**src/rtl/mem_port_arbiter_if.sv**
```systemverilog
// Bus bundle for the two-master shared memory port arbiter.
// slave is the arbiter side, master is the CPU/memory environment side.
interface mem_port_arbiter_if #(
   parameter int ADDR_WIDTH = 32,
   parameter int DATA_WIDTH = 32
);
   logic                  inst_req;
   logic [ADDR_WIDTH-1:0] inst_addr;
   logic                  inst_addr_ok;
   logic                  inst_data_ok;
   logic [DATA_WIDTH-1:0] inst_rdata;

   logic                  data_req;
   logic                  data_wr;
   logic [1:0]            data_size;
   logic [ADDR_WIDTH-1:0] data_addr;
   logic [DATA_WIDTH-1:0] data_wdata;
   logic                  data_addr_ok;
   logic                  data_data_ok;
   logic [DATA_WIDTH-1:0] data_rdata;

   logic                  mem_req;
   logic                  mem_wr;
   logic [1:0]            mem_size;
   logic [ADDR_WIDTH-1:0] mem_addr;
   logic [DATA_WIDTH-1:0] mem_wdata;
   logic                  mem_addr_ok;
   logic                  mem_data_ok;
   logic [DATA_WIDTH-1:0] mem_rdata;

   modport slave (
      input  inst_req, inst_addr,
      output inst_addr_ok, inst_data_ok, inst_rdata,
      input  data_req, data_wr, data_size,
      input  data_addr, data_wdata,
      output data_addr_ok, data_data_ok, data_rdata,
      output mem_req, mem_wr, mem_size,
      output mem_addr, mem_wdata,
      input  mem_addr_ok, mem_data_ok, mem_rdata
   );

   modport master (
      output inst_req, inst_addr,
      input  inst_addr_ok, inst_data_ok, inst_rdata,
      output data_req, data_wr, data_size,
      output data_addr, data_wdata,
      input  data_addr_ok, data_data_ok, data_rdata,
      input  mem_req, mem_wr, mem_size,
      input  mem_addr, mem_wdata,
      output mem_addr_ok, mem_data_ok, mem_rdata
   );
endinterface

```
**src/rtl/mem_port_arbiter.sv**
```systemverilog
// Round-robin arbiter merging fetch and load/store onto one memory port.
// One transaction in flight: grant (IDLE), address (ADDR), response (DATA).
module mem_port_arbiter #(
   parameter int ADDR_WIDTH = 32,
   parameter int DATA_WIDTH = 32
) (
   input logic clock,
   input logic reset,
   mem_port_arbiter_if.slave bus
);

   typedef enum logic [1:0] {
      IDLE,
      ADDR,
      DATA
   } state_t;

   state_t                state_q;
   state_t                state_d;
   logic                  last_q;
   logic                  owner_q;
   logic                  wr_q;
   logic [1:0]            size_q;
   logic [ADDR_WIDTH-1:0] addr_q;
   logic [DATA_WIDTH-1:0] wdata_q;
   logic                  grant_inst;
   logic                  grant_data;
   logic                  live;
   logic                  resp;

   // last_q/owner_q: 1 = data port, 0 = fetch port
   always_comb begin
      grant_inst = 1'b0;
      grant_data = 1'b0;
      state_d    = state_q;
      unique case (state_q)
         IDLE: begin
            if (bus.inst_req && bus.data_req) begin
               grant_data = !last_q;
               grant_inst = last_q;
            end else begin
               grant_inst = bus.inst_req;
               grant_data = bus.data_req;
            end
            if (grant_inst || grant_data)
               state_d = ADDR;
         end
         ADDR: if (bus.mem_addr_ok) state_d = DATA;
         DATA: if (bus.mem_data_ok) state_d = IDLE;
         default: state_d = IDLE;
      endcase
   end

   always_ff @(posedge clock) begin
      if (reset) begin
         state_q <= IDLE;
         last_q  <= 1'b0;
         owner_q <= 1'b0;
         wr_q    <= 1'b0;
         size_q  <= 2'd0;
         addr_q  <= '0;
         wdata_q <= '0;
      end else begin
         state_q <= state_d;
         if (grant_data) begin
            last_q  <= 1'b1;
            owner_q <= 1'b1;
            wr_q    <= bus.data_wr;
            size_q  <= bus.data_size;
            addr_q  <= bus.data_addr;
            wdata_q <= bus.data_wdata;
         end else if (grant_inst) begin
            last_q  <= 1'b0;
            owner_q <= 1'b0;
            wr_q    <= 1'b0;
            size_q  <= 2'd2;
            addr_q  <= bus.inst_addr;
            wdata_q <= '0;
         end
      end
   end

   // Handshake outputs stay quiet while reset is held, whatever the state
   assign live = !reset;
   assign resp = live && (state_q == DATA) && bus.mem_data_ok;

   assign bus.inst_addr_ok = live && grant_inst;
   assign bus.data_addr_ok = live && grant_data;
   assign bus.inst_data_ok = resp && !owner_q;
   assign bus.data_data_ok = resp && owner_q;
   assign bus.inst_rdata   = bus.mem_rdata;
   assign bus.data_rdata   = bus.mem_rdata;

   assign bus.mem_req   = live && (state_q == ADDR);
   assign bus.mem_wr    = wr_q;
   assign bus.mem_size  = size_q;
   assign bus.mem_addr  = addr_q;
   assign bus.mem_wdata = wdata_q;

endmodule

```
**src/flat_wrapper.sv**
```systemverilog
// flat-port wrapper written by rule: the top's interface ports become plain ports
module mem_port_arbiter_flat 
#(
   parameter int ADDR_WIDTH = 32,
   parameter int DATA_WIDTH = 32
)
  (clock, reset, bus_inst_req, bus_inst_addr, bus_inst_addr_ok, bus_inst_data_ok, bus_inst_rdata, bus_data_req, bus_data_wr, bus_data_size, bus_data_addr, bus_data_wdata, bus_data_addr_ok, bus_data_data_ok, bus_data_rdata, bus_mem_req, bus_mem_wr, bus_mem_size, bus_mem_addr, bus_mem_wdata, bus_mem_addr_ok, bus_mem_data_ok, bus_mem_rdata);
  mem_port_arbiter_if #(.ADDR_WIDTH(ADDR_WIDTH), .DATA_WIDTH(DATA_WIDTH)) bus_i ();
  input logic clock;
  input logic reset;
  input wire logic [$bits(bus_i.inst_req)-1:0] bus_inst_req;
  input wire logic [$bits(bus_i.inst_addr)-1:0] bus_inst_addr;
  output wire logic [$bits(bus_i.inst_addr_ok)-1:0] bus_inst_addr_ok;
  output wire logic [$bits(bus_i.inst_data_ok)-1:0] bus_inst_data_ok;
  output wire logic [$bits(bus_i.inst_rdata)-1:0] bus_inst_rdata;
  input wire logic [$bits(bus_i.data_req)-1:0] bus_data_req;
  input wire logic [$bits(bus_i.data_wr)-1:0] bus_data_wr;
  input wire logic [$bits(bus_i.data_size)-1:0] bus_data_size;
  input wire logic [$bits(bus_i.data_addr)-1:0] bus_data_addr;
  input wire logic [$bits(bus_i.data_wdata)-1:0] bus_data_wdata;
  output wire logic [$bits(bus_i.data_addr_ok)-1:0] bus_data_addr_ok;
  output wire logic [$bits(bus_i.data_data_ok)-1:0] bus_data_data_ok;
  output wire logic [$bits(bus_i.data_rdata)-1:0] bus_data_rdata;
  output wire logic [$bits(bus_i.mem_req)-1:0] bus_mem_req;
  output wire logic [$bits(bus_i.mem_wr)-1:0] bus_mem_wr;
  output wire logic [$bits(bus_i.mem_size)-1:0] bus_mem_size;
  output wire logic [$bits(bus_i.mem_addr)-1:0] bus_mem_addr;
  output wire logic [$bits(bus_i.mem_wdata)-1:0] bus_mem_wdata;
  input wire logic [$bits(bus_i.mem_addr_ok)-1:0] bus_mem_addr_ok;
  input wire logic [$bits(bus_i.mem_data_ok)-1:0] bus_mem_data_ok;
  input wire logic [$bits(bus_i.mem_rdata)-1:0] bus_mem_rdata;
  assign bus_i.inst_req = bus_inst_req;
  assign bus_i.inst_addr = bus_inst_addr;
  assign bus_inst_addr_ok = bus_i.inst_addr_ok;
  assign bus_inst_data_ok = bus_i.inst_data_ok;
  assign bus_inst_rdata = bus_i.inst_rdata;
  assign bus_i.data_req = bus_data_req;
  assign bus_i.data_wr = bus_data_wr;
  assign bus_i.data_size = bus_data_size;
  assign bus_i.data_addr = bus_data_addr;
  assign bus_i.data_wdata = bus_data_wdata;
  assign bus_data_addr_ok = bus_i.data_addr_ok;
  assign bus_data_data_ok = bus_i.data_data_ok;
  assign bus_data_rdata = bus_i.data_rdata;
  assign bus_mem_req = bus_i.mem_req;
  assign bus_mem_wr = bus_i.mem_wr;
  assign bus_mem_size = bus_i.mem_size;
  assign bus_mem_addr = bus_i.mem_addr;
  assign bus_mem_wdata = bus_i.mem_wdata;
  assign bus_i.mem_addr_ok = bus_mem_addr_ok;
  assign bus_i.mem_data_ok = bus_mem_data_ok;
  assign bus_i.mem_rdata = bus_mem_rdata;
  mem_port_arbiter #(.ADDR_WIDTH(ADDR_WIDTH), .DATA_WIDTH(DATA_WIDTH)) u_core (.clock(clock), .reset(reset), .bus(bus_i));
endmodule
```
**config.mk**
```make
export PLATFORM = sky130hd
export DESIGN_NAME = mem_port_arbiter_flat
export DESIGN_NICKNAME = d
export VERILOG_FILES = /design/src/rtl/mem_port_arbiter_if.sv /design/src/rtl/mem_port_arbiter.sv /design/src/flat_wrapper.sv
export SDC_FILE = /design/constraint.sdc
export NUM_CORES = 1
export LEC_CHECK = 0
export ABC_AREA = 1
export CAP_MARGIN = 25
export CORE_AREA = 3 3 106 108
export DETAILED_ROUTE_END_ITERATION = 8
export DIE_AREA = 0 0 109 111
export PLACE_DENSITY_LB_ADDON = 0.1
export SLEW_MARGIN = 20
export SYNTH_ARGS = -nofsm -noshare
export SYNTH_HDL_FRONTEND = slang
export SYNTH_SLANG_ARGS = --single-unit
```
**constraint.sdc**
```tcl
create_clock -name clock -period 3.48 [get_ports clock]
set_input_delay 0.696 -clock clock [delete_from_list [all_inputs] [get_ports clock]]
set_output_delay 0.696 -clock clock [all_outputs]
set_load 0.05 [all_outputs]
```
Word level (Yosys, flattened, before mapping)
Index checks and enable logic that the tools add are counted.
- input port bits: 137
- register bits: 70
- output and inout bits: 136
- word-level logic and storage cells: 44
- eq/ne operators: 5
- muxes and demuxes: 19
- reductions and logical operators: 14
- operators with widths (cell ; number):
    32-bit 2-to-1 mux ; 4
    2-bit 2-to-1 mux ; 5
    1-bit 2-to-1 mux ; 9
    1-bit logical AND ; 8
    2-bit one-hot mux with 3 select lines ; 1
    2-bit inequality test (second input constant) ; 2
    3-bit AND reduction ; 1
    2-bit by 1-bit equality test with 1-bit output (second input constant) ; 1
    2-bit equality test (second input constant) ; 1
    1-bit zero test ; 2
    2-bit zero test ; 1
    2-bit by 1-bit inequality test with 1-bit output (second input constant) ; 1
    2-bit nonzero test ; 1
    1-bit logical OR ; 1

Logic depth before layout (Yosys ltp)
- depth in word-level cells: 6
- depth in mapped cells: 9
- depth with buffers taken out: 7

Worst setup path before layout
No wires, ideal clock.
- path kind: input to output
- from: input port bus_data_req
- to: output port bus_inst_addr_ok
- arrival time: 2215 ps
- data required time: 2784 ps
- buffers on the path: 2
- stages on the path: 5
- path slack: 569 ps
- cell sequence: buf_2 clkbuf_1 inv_1 o21ai_0 nor3_1
- cells in the longest elaborated chain, start to end: 5
- RTL lines (what ; RTL line ; RTL):
    start, declared ; flat_wrapper.sv:16 ; input wire logic [$bits(bus_i.data_req)-1:0] bus_data_req;
    1-bit logical AND ; mem_port_arbiter.sv:38 ; if (bus.inst_req && bus.data_req) begin
    1-bit 2-to-1 mux ; mem_port_arbiter.sv:38 ;
    1-bit 2-to-1 mux (2 in series) ; mem_port_arbiter.sv:36 ; unique case (state_q)
    1-bit logical AND ; mem_port_arbiter.sv:87 ; assign bus.inst_addr_ok = live && grant_inst;
    end, declared ; flat_wrapper.sv:13 ; output wire logic [$bits(bus_i.inst_addr_ok)-1:0] bus_inst_addr_ok;
No other way between the ends. The select of a mux whose other input is x is not followed.

Final worst setup path
- from: input port bus_mem_data_ok
- to: output port bus_inst_data_ok
- cells in the longest elaborated chain, start to end: 2
- RTL lines (what ; RTL line ; RTL):
    start, declared ; flat_wrapper.sv:30 ; input wire logic [$bits(bus_i.mem_data_ok)-1:0] bus_mem_data_ok;
    1-bit logical AND ; mem_port_arbiter.sv:85 ; assign resp = live && (state_q == DATA) && bus.mem_data_ok;
    1-bit logical AND ; mem_port_arbiter.sv:89 ; assign bus.inst_data_ok = resp && !owner_q;
    end, declared ; flat_wrapper.sv:14 ; output wire logic [$bits(bus_i.inst_data_ok)-1:0] bus_inst_data_ok;
No other way between the ends.

==> run metrics <==
final number of setup-violating endpoints=0; signed area change from the synthesized netlist to the final layout=43.3%; final cycle utilization of the critical path=0.851; outcome=completed; final design utilization=0.501; top library cells by usage in the layout, fill and taps aside=172 x sky130_fd_sc_hd__clkdlybuf4s50_1, 134 x sky130_fd_sc_hd__nand2_1, 70 x sky130_fd_sc_hd__dfxtp_1; Synth Cell Area=3610 um2; post-synthesis instance total=521; TritonCTS Buffers=9; number of I/O port buffers=176; GR Util All Layers=0.165; largest cells by area after synthesis=sky130_fd_sc_hd__dfxtp_1 39%, sky130_fd_sc_hd__buf_4 15%, sky130_fd_sc_hd__nand2_1 14%, sky130_fd_sc_hd__nand3_1 9.4%, sky130_fd_sc_hd__nor2_1 7.0%; total via count in the routed design=3,463; layout cell share with drive strength beyond 1=0.0594; clock tree from TritonCTS=yes; die height=111 um; sinks on the clock net=70; switching part of the total=0.349; capturing element type of the critical path=output port; final critical path time including I/O delays and setup=2.96 ns; portion of total power attributed to sequential cells=0.365; placed wire-length estimate=7260 um; Max Cap Violations=0; unrepaired setup endpoints after global routing=no; number of nets in the synthesized netlist=658; worst slew slack as a fraction of its limit=0.470; max incr delay on CP=0.83 ns; Congestion Overflow GR=0; Ys Warns=0; number of global-route vias before repair=3,230; HP Class=reg2reg; Antenna Cells=0; final max-slew violation count=0; Fin Setup TNS=0 ns; die outline width=109 um; Worst-Skew Late Latency=0.34 ns; Die Outline Area=12,100 um2; number of buffers inserted by post-CTS setup repair=0; Wirelength per Cell=13.4 um; library cell contributing the largest single delay on the critical path=sky130_fd_sc_hd__clkdlybuf4s50_1; aggregate routed wire length=10,200 um; Static Leak=2.39 nW; part of the power in combinational logic=0.338; largest buffer count on any clock path=2; maximum number of pins on one net before global-route repair=65; count of distinct cell types in the synthesized netlist=21; commonest non-fill, non-tap cell in the layout=sky130_fd_sc_hd__clkdlybuf4s50_1; ordered cell list for the critical path=clkdlybuf4s50_1 > nand3_1 > nor3_1 > clkdlybuf4s50_1; portion of the post-synthesis area used by sequential elements=0.388; Std-Cell Core Area=10,300 um2; total DRC errors in the routed layout=0; power share of the clock group=0.297; initial drt markers=189; initial antenna violation count=0; first-pass GRT wire length=16,000 um; Required @ worst endpoint=2.78 ns; number of placed I/O pins=273; cell taking the most area after synthesis=sky130_fd_sc_hd__dfxtp_1; number of storage elements in the synthesis netlist=70; mean post-synth cell area=6.93 um2; Net Sw Power=0.882 mW; total number of placement rows=37; filler cell count in the final layout=1,018; total number of nets in the final design=755; cell at the root of the clock tree=sky130_fd_sc_hd__clkbuf_8; Final ANT Viol Nets=0; vias per cell=4.56; effective utilization at floorplan=0.350; portion of synthesized cell area occupied by the leading cell type=0.388; detailed-router iteration count before antenna repair=4; biggest fanout along the worst timing path=2; internal power summed over all cells=1.64 mW; Routability Congestion=0.734; final hold viol count=0; data arrival at the endpoint of the critical path=2.27 ns; worst setup path category=in2out; clock input transition at the sequential cells of the worst setup and hold paths=0.08 ns; transition time at the pin with the least slew margin=0.792 ns; worst clock skew on the final layout=0.00655 ns; achievable clock frequency=338 MHz; startpoint class of the critical path=input port; IR Drop Worst-Case VDD=0.232 mV; cell seen most often among critical-path stages=sky130_fd_sc_hd__clkdlybuf4s50_1; power density normalized to cell area=488 nW/um2; number of levels the H-tree was split into=3; # hold bufs at CTS=0; # resized after CTS=0
[final timing paths]
path / startpoint / end / slack [ns] / cells past startpoint
hold / removal: u_core.bus.mem_wdata[9] / u_core.bus.mem_wdata[9] / 0.47 / 2
hold reg to reg: u_core.bus.mem_wdata[9] / u_core.bus.mem_wdata[9] / 0.47 / 2
setup reg to reg: u_core.state_q[1] / u_core.bus.mem_size[0] / 1.53 / 6
setup / recovery: bus_mem_data_ok / bus_inst_data_ok / 0.52 / 4
[per-stage QoR]
| stage | cells | instance area [um2] | total power, mW | setup WS (ns) | hold slack (ns) |
|---|---|---|---|---|---|
| floorplan | 521 | 3610 | 1.67 | 0.569 | 0.509 |
| global placement | 743 | 4940 | 1.79 | 0.542 | 0.457 |
| detailed placement | 743 | 4940 | 1.80 | 0.533 | 0.462 |
| CTS | 759 | 5170 | 2.57 | 0.526 | 0.475 |
| global route | 759 | 5170 | 2.67 | 0.449 | 0.495 |
| finish | 759 | 5170 | 2.52 | 0.517 | 0.471 |
[worst max-delay path, delay by kind of cell]
| kind | cells | cell delay [ns] |
|---|---|---|
| buffers and inverters | 2 | 1.32 |
| AND/OR/NAND/NOR | 2 | 0.26 |
[cell families (layout without fill, tap and decap cells)]
group,after synthesis,count (layout),share of synthesized area
buffers and inverters,134,236,0.220
AOI/OAI and AO/OA,5,5,0.00728
and+or+nand+nor,312,312,0.385
DFF,70,70,0.388
[power by group through the flow]
stage	combinational, mW	clock, mW	sequential (mW)
finish	0.852	0.750	0.922
global route	0.921	0.817	0.933
CTS	0.862	0.782	0.923
detailed placement	0.858	0	0.940
global placement	0.858	0	0.937
floorplan	0.472	0	1.20
[area by class of cell]
| class | count | area, um2 | area share |
|---|---|---|---|
| Timing Repair Buffer | 183 | 1810 | 0.351 |
| Multi-Input combinational cell | 317 | 1420 | 0.274 |
| Sequential cell | 70 | 1400 | 0.271 |
| Tap cell | 136 | 170 | 0.0329 |
| Clock buffer | 11 | 151 | 0.0293 |
| Inverter | 37 | 139 | 0.0269 |
| Clock inverter | 5 | 81.3 | 0.0157 |
[per-layer routing]
| metal | part of all wire | up-vias | GRT usage |
|---|---|---|---|
| li1 | - | 1778 | - |
| met1 | 0.43 | 1509 | 0.211 |
| met2 | 0.44 | 161 | 0.248 |
| met3 | 0.12 | 15 | 0.0734 |
| met4 | 0.011 | 0 | 0.0480 |
| met5 | 0 | - | 0 |
[cell usage after synthesis (all sizes together)]
cell type and instances:
nand4 32, nand3b 2, o22ai 1, nor3 3, inv 37, buf 85
nand2 135, nor2 71, dfxtp 70, a21oi 2, o21ai 2, clkbuf 12
nand3 69
[sequential cells by signal (all words and copies together) (netlist names)]
| signal | cells |
|---|---|
| u_core.bus.mem_addr | 32 |
| u_core.bus.mem_size | 2 |
| u_core.bus.mem_wdata | 32 |
| u_core.bus.mem_wr | 1 |
| u_core.last_q | 1 |
| u_core.state_q | 2 |
No activity file was read; power rests on OpenSTA's default activity.
